<file path="config.mk">
export PLATFORM = sky130hd
export DESIGN_NAME = jtopl_wrseq
export DESIGN_NICKNAME = d
export VERILOG_FILES = /design/src/rtl/jtopl_pkg.sv /design/src/rtl/jtopl_wrfifo.sv /design/src/rtl/jtopl_wrseq.sv
export SDC_FILE = /design/constraint.sdc
export NUM_CORES = 1
export LEC_CHECK = 0
export CORE_MARGIN = 2
export CORE_UTILIZATION = 52
export DETAILED_ROUTE_END_ITERATION = 16
export GPL_TIMING_DRIVEN = 0
export PLACE_DENSITY = 0.71
export SYNTH_ARGS = -nofsm -noshare
export SYNTH_HDL_FRONTEND = slang
export SYNTH_SLANG_ARGS = --single-unit
</file>
<file path="constraint.sdc">
create_clock -name clk -period 2.9 [get_ports clk]
set_input_delay 0.87 -clock clk [delete_from_list [all_inputs] [get_ports clk]]
set_output_delay 0.87 -clock clk [all_outputs]
set_load 0.01 [all_outputs]
</file>
<file path="src/rtl/jtopl_pkg.sv">
// Shared definitions for the OPL host-side write path.
// Holds the default chip recovery times and the write sequencer state encoding.
package jtopl_pkg;

  // Default recovery times, counted in chip cen ticks
  localparam int unsigned ADDR_WAIT_DEF = 12;
  localparam int unsigned DATA_WAIT_DEF = 84;

  typedef enum logic [2:0] {
    S_IDLE,
    S_ADDR,
    S_AWAIT,
    S_DATA,
    S_DWAIT
  } wr_state_t;

endpackage

</file>
<file path="src/rtl/jtopl_wrfifo.sv">
// Small synchronous FIFO built from plain registers.
// Ports:
//   clk, rst_n      system clock, synchronous active-low reset
//   push, din       write an entry (ignored when full)
//   pop             drop the head entry (ignored when empty)
//   rd_data         current head entry
//   full, empty     occupancy flags
//   level           number of stored entries
module jtopl_wrfifo #(
  parameter int unsigned DEPTH = 4,
  parameter int unsigned W     = 16
) (
  input  logic                       clk,
  input  logic                       rst_n,
  input  logic                       push,
  input  logic [W-1:0]               din,
  input  logic                       pop,
  output logic [W-1:0]               rd_data,
  output logic                       full,
  output logic                       empty,
  output logic [$clog2(DEPTH):0]     level
);

  localparam int AW = $clog2(DEPTH);
  localparam int LW = AW + 1;

  logic [W-1:0]  mem [DEPTH];
  logic [AW-1:0] wr_ptr;
  logic [AW-1:0] rd_ptr;
  logic          push_ok;
  logic          pop_ok;

  assign full    = (level == LW'(DEPTH));
  assign empty   = (level == '0);
  assign push_ok = push && !full;
  assign pop_ok  = pop && !empty;
  assign rd_data = mem[rd_ptr];

  // Storage carries no reset; stale entries are unreachable once the pointers clear
  always_ff @(posedge clk) begin
    if (push_ok) mem[wr_ptr] <= din;
  end

  // DEPTH is a power of two, so the pointers wrap naturally
  always_ff @(posedge clk) begin
    if (!rst_n) begin
      wr_ptr <= '0;
      rd_ptr <= '0;
      level  <= '0;
    end else begin
      if (push_ok) wr_ptr <= wr_ptr + 1'b1;
      if (pop_ok)  rd_ptr <= rd_ptr + 1'b1;
      case ({push_ok, pop_ok})
        2'b10:   level <= level + 1'b1;
        2'b01:   level <= level - 1'b1;
        default: level <= level;
      endcase
    end
  end

endmodule

</file>
<file path="src/rtl/jtopl_wrseq.sv">
// Host-side write sequencer for the OPL core.
// Buffers (register, value) commands and replays each as an address-port write
// followed by a data-port write, honouring the chip recovery times in cen ticks.
// Ports:
//   clk, rst_n            system clock, synchronous active-low reset
//   cen                   chip clock enable shared with the OPL core
//   cmd_valid/cmd_ready   command handshake (ready = FIFO not full)
//   cmd_reg, cmd_val      register number and value
//   write, addr, dout     one-clk chip write strobe, port select, bus data
//   busy                  work pending or in progress
//   level                 FIFO occupancy
module jtopl_wrseq
  import jtopl_pkg::*;
#(
  parameter int unsigned DEPTH     = 4,
  parameter int unsigned ADDR_WAIT = ADDR_WAIT_DEF,
  parameter int unsigned DATA_WAIT = DATA_WAIT_DEF,
  parameter bit          SKIP_SAME = 1'b1
) (
  input  logic                   clk,
  input  logic                   rst_n,
  input  logic                   cen,
  input  logic                   cmd_valid,
  output logic                   cmd_ready,
  input  logic [7:0]             cmd_reg,
  input  logic [7:0]             cmd_val,
  output logic                   write,
  output logic                   addr,
  output logic [7:0]             dout,
  output logic                   busy,
  output logic [$clog2(DEPTH):0] level
);

  wr_state_t   state;
  logic [7:0]  cnt;
  logic [7:0]  cur_reg;
  logic [7:0]  cur_val;
  logic [7:0]  last_reg;
  logic        last_valid;
  logic [15:0] head;
  logic        full;
  logic        empty;
  logic        pop;

  assign cmd_ready = !full;
  assign pop       = (state == S_IDLE) && !empty;

  jtopl_wrfifo #(
    .DEPTH (DEPTH),
    .W     (16)
  ) u_fifo (
    .clk     (clk),
    .rst_n   (rst_n),
    .push    (cmd_valid),
    .din     ({cmd_reg, cmd_val}),
    .pop     (pop),
    .rd_data (head),
    .full    (full),
    .empty   (empty),
    .level   (level)
  );

  // The strobe is registered in the ADDR/DATA states, so it appears one clk
  // after the state is entered. The counter is loaded on the strobe edge, so
  // a cen tick on that edge never counts toward the following wait.
  always_ff @(posedge clk) begin
    if (!rst_n) begin
      state      <= S_IDLE;
      cnt        <= '0;
      cur_reg    <= '0;
      cur_val    <= '0;
      last_reg   <= '0;
      last_valid <= 1'b0;
      write      <= 1'b0;
      addr       <= 1'b0;
      dout       <= '0;
      busy       <= 1'b0;
    end else begin
      write <= 1'b0;
      addr  <= 1'b0;
      dout  <= '0;
      busy  <= (state != S_IDLE) || !empty;
      case (state)
        S_IDLE: begin
          if (!empty) begin
            cur_reg <= head[15:8];
            cur_val <= head[7:0];
            if (SKIP_SAME && last_valid && (head[15:8] == last_reg))
              state <= S_DATA;
            else
              state <= S_ADDR;
          end
        end
        S_ADDR: begin
          write      <= 1'b1;
          addr       <= 1'b0;
          dout       <= cur_reg;
          last_reg   <= cur_reg;
          last_valid <= 1'b1;
          cnt        <= 8'(ADDR_WAIT);
          state      <= S_AWAIT;
        end
        S_AWAIT: begin
          if (cen) begin
            if (cnt <= 8'd1) begin
              cnt   <= '0;
              state <= S_DATA;
            end else begin
              cnt <= cnt - 8'd1;
            end
          end
        end
        S_DATA: begin
          write <= 1'b1;
          addr  <= 1'b1;
          dout  <= cur_val;
          cnt   <= 8'(DATA_WAIT);
          state <= S_DWAIT;
        end
        S_DWAIT: begin
          if (cen) begin
            if (cnt <= 8'd1) begin
              cnt   <= '0;
              state <= S_IDLE;
            end else begin
              cnt <= cnt - 8'd1;
            end
          end
        end
        default: begin
          cnt   <= '0;
          state <= S_IDLE;
        end
      endcase
    end
  end

endmodule

</file>
==> results by group <==
Global routing
  • Overall routing resource usage: 0.192
  • Vias in the first global route: 2894
  • GR Overflow Total: 0
  • Maximum number of pins on one net before global-route repair: 19
  • Initial antenna violation count: 0
  • First-pass GRT wire length: 14500 um

Clock network
  • Root buffer cell: clkbuf_8
  • CTS HTree Levels: 4
  • Num CTS Buffers: 17
  • Setup repair bufs after CTS: 0
  • CTS max path bufs: 2
  • Clk sinks: 120
  • CTS tree: yes
  • Clk_lat worst skew: 0.53 ns
  • Clock-pin slew on the worst setup and hold paths: 0.06 ns

Pwr
  • Clk pwr share: 0.352
  • P_sw: 0.00190 W
  • Combinational share of power: 0.266
  • Leakage: 2.03 nW
  • Power Density: 988 mW/mm2
  • Peak supply drop: 0.462 mV
  • Switch share: 0.325
  • Internal power: 0.00395 W
  • Reg power frac: 0.382

Synthesis
  • Post-synthesis compound-gate area fraction: 0.0627
  • Area leader, netlist: edfxtp_1
  • Synthesized area per cell: 13.3 um2
  • Post-synthesis register bit count: 120
  • Share of flip-flops with an asynchronous set or reset: 0
  • Post-synthesis sequential area ratio: 0.627
  • Top-count cell post-synth: edfxtp_1
  • Yosys cell types: 41
  • Post-Synthesis Cells: 366
  • Synth cell count leaders: edfxtp_1 (64), dfxtp_1 (56), nand2_1 (43)
  • Largest family of logic cells by synthesized area: simple AND/OR/NAND/NOR gates
  • Number of flops mapped to enable cells by yosys: 64
  • Post-synthesis xor/xnor area fraction: 0.0289
  • Synth top area cells: edfxtp_1 (40%), dfxtp_1 (23%), mux4_2 (7.4%)
  • Post-Synth Adder-Cell Area: 0.0242
  • Share of the synthesized area in the top cell type: 0.396
  • Synth Area in Simple Gates: 0.120
  • Cell area after synthesis: 0.00485 mm2
  • Post-synthesis mux area share: 0.107
  • Synth Flop Type: edfxtp_1
  • Synth Warn #: 0
  • Synthesized Nets: 394

Placement
  • DP Area: 0.00532 mm2
  • Detail Placement HPWL: 5740 um
  • Port Buffers: 33
  • Dpl ws: -0.447 ns
  • Final GP Congestion: 0.772
  • Placed cells: 510

Die
  • Die Span Y: 101 um
  • Initial Utilization: 0.530
  • Die area: 0.0101 mm2
  • # rows: 35
  • Die X: 101 um
  • Core Region: 0.00915 mm2
  • Io pins: 35

Setup path
  • CP max stage delay: 0.39 ns
  • Cell chain of the critical path: clkbuf_1, nor3_2, nand2b_2, clkinv_2, ha_1, inv_1, fa_1, xor2_1, or3_1, a21boi_0
  • Crit path required time: 3.35 ns
  • Crit-path slowest cell: fa_1
  • Worst Setup End Kind: flop
  • Critical path class: flop to flop
  • Startpoint types: flop
  • CP Max Fanout: 18
  • Crit path DAT: 3.12 ns

Finish
  • Fill count: 691
  • Layout cell share with drive strength beyond 1: 0.140
  • Largest register FFs: 64
  • Net count, final: 444
  • Area growth, synth to finish: 21.9%
  • Final Instance Count excl. Fillers: 540
  • Post-route cell area: 0.00591 mm2
  • N_diodes: 0
  • Most flop-heavy register: u_fifo.mem
  • Post-route core utilization: 0.646

Timing
  • Worst-margin pin slew: 0.895 ns
  • Final period util: 0.922
  • Final setup violation count: 0
  • Final Hold Viols: 0
  • Setup TNS: 0 ns
  • RSZ-0062 raised after global routing: no
  • Relative slew slack: 0.404
  • Crit path time final: 2.67 ns
  • Worst path setup slack after routing: 0.227 ns
  • Clk_skew: 0.0105 ns
  • Max Slew Vio Count: 0
  • Fmax: 374 MHz

Worst hold path
  • Min-Delay Path Class: flop to flop

Drt
  • Via/cell ratio: 5.40
  • Antenna Nets Post-Route: 0
  • Number of iterations in the first detailed-routing pass: 4
  • Via count: 2916
  • Final wirelength: 8990 um
  • Avg WL per Cell: 16.7 um
  • Starting DRC count in detailed routing: 87
  • # DRC: 0

Outcome
  • Status: completed

Run
  • Max-cap violations: 0
-- power by group through the flow --
stage | Sequential, W | Combinational (W) | Clock [W]
floorplan | 0.00224 | 0.00111 | 0
global placement | 0.00225 | 0.00154 | 0
detailed placement | 0.00227 | 0.00156 | 0
CTS | 0.00224 | 0.00157 | 0.00208
global route | 0.00226 | 0.00173 | 0.00216
finish | 0.00224 | 0.00155 | 0.00206
-- per-layer routing --
| layer | vias to the layer above | share of wire | global-route usage |
|---|---|---|---|
| met3 | 14 | 0.034 | 0.0548 |
| met2 | 56 | 0.49 | 0.305 |
| met4 | 0 | 0.015 | 0.0832 |
| met5 | - | 0 | 0 |
| met1 | 1428 | 0.46 | 0.249 |
| li1 | 1418 | - | - |
-- cells in the final DEF (no fill, tap or decap), types with 2 or more instances in the layout --
cell / n
clkinv_8: 2
ha_1: 7
xor2_1: 2
clkinvlp_4: 2
o21ai_1: 2
or3_1: 2
nor4_1: 5
nand3_1: 3
clkbuf_16: 16
a21oi_1: 2
clkbuf_1: 9
edfxtp_1: 64
buf_1: 2
nand2_1: 43
nor2_1: 16
or4_1: 3
clkdlybuf4s50_1: 33
xnor2_1: 14
inv_8: 5
o21a_1: 2
mux4_2: 16
buf_2: 3
nor3_1: 5
buf_6: 3
nand2b_1: 2
mux2i_1: 16
inv_1: 11
o21ai_0: 12
and3_1: 5
inv_6: 4
and2_1: 10
a21boi_0: 24
nor2b_1: 10
dfxtp_1: 56
-- worst paths after layout --
kind              startpoint               to  slack [ns]  cells past startpoint
setup / recovery    state[0]  u_fifo.level[2]        0.23                     10
hold / removal    cur_val[6]       cur_val[6]        0.46                      2
setup reg to reg    state[0]  u_fifo.level[2]        0.23                     10
hold reg to reg   cur_val[6]       cur_val[6]        0.46                      2
-- per-stage QoR --
stage,power [W],hold slack [ns]
4_1_cts,0.00588,0.468
2_1_floorplan,0.00336,0.440
6_report,0.00584,0.465
5_1_grt,0.00615,0.492
3_3_place_gp,0.00380,0.450
3_5_place_dp,0.00383,0.458
-- what timing repair did --
action                                  4_1_cts  5_1_grt
hold buffers                                  0        0
pin swaps                                     0        0
gates resized for setup                       2        1
endpoints found under the setup margin        3        1
-- critical path, delay by kind of cell (launching register included) --
kind	cells	cell delay (ns)
xor gates and xnor gates	1	0.16
DFF	1	0.29
adders and majority gates	2	0.62
buffers and inverters	3	0.50
and+or+nand+nor	3	0.86
AOI/OAI and AO/OA	1	0.16
-- logic make-up after synthesis --
kind of cell / Yosys count
flip-flops: 120
AO/OA/AOI/OAI: 46
buffers and inverters: 31
XOR/XNOR: 16
adder cells (fa/ha/maj): 9
AND/OR/NAND/NOR: 112
multiplexers: 32
-- area by class of cell --
class | count | area (um2) | area share
inverters | 12 | 46.3 | 0.00783
clock inverters | 15 | 178 | 0.0300
clock buffers | 17 | 414 | 0.0700
well taps | 111 | 139 | 0.0235
plain buffers | 17 | 90.1 | 0.0152
repair buffers | 33 | 330 | 0.0558
multi-input cells | 215 | 1670 | 0.283
flip-flops and latches | 120 | 3040 | 0.514
(Power assumes the default switching activity.)
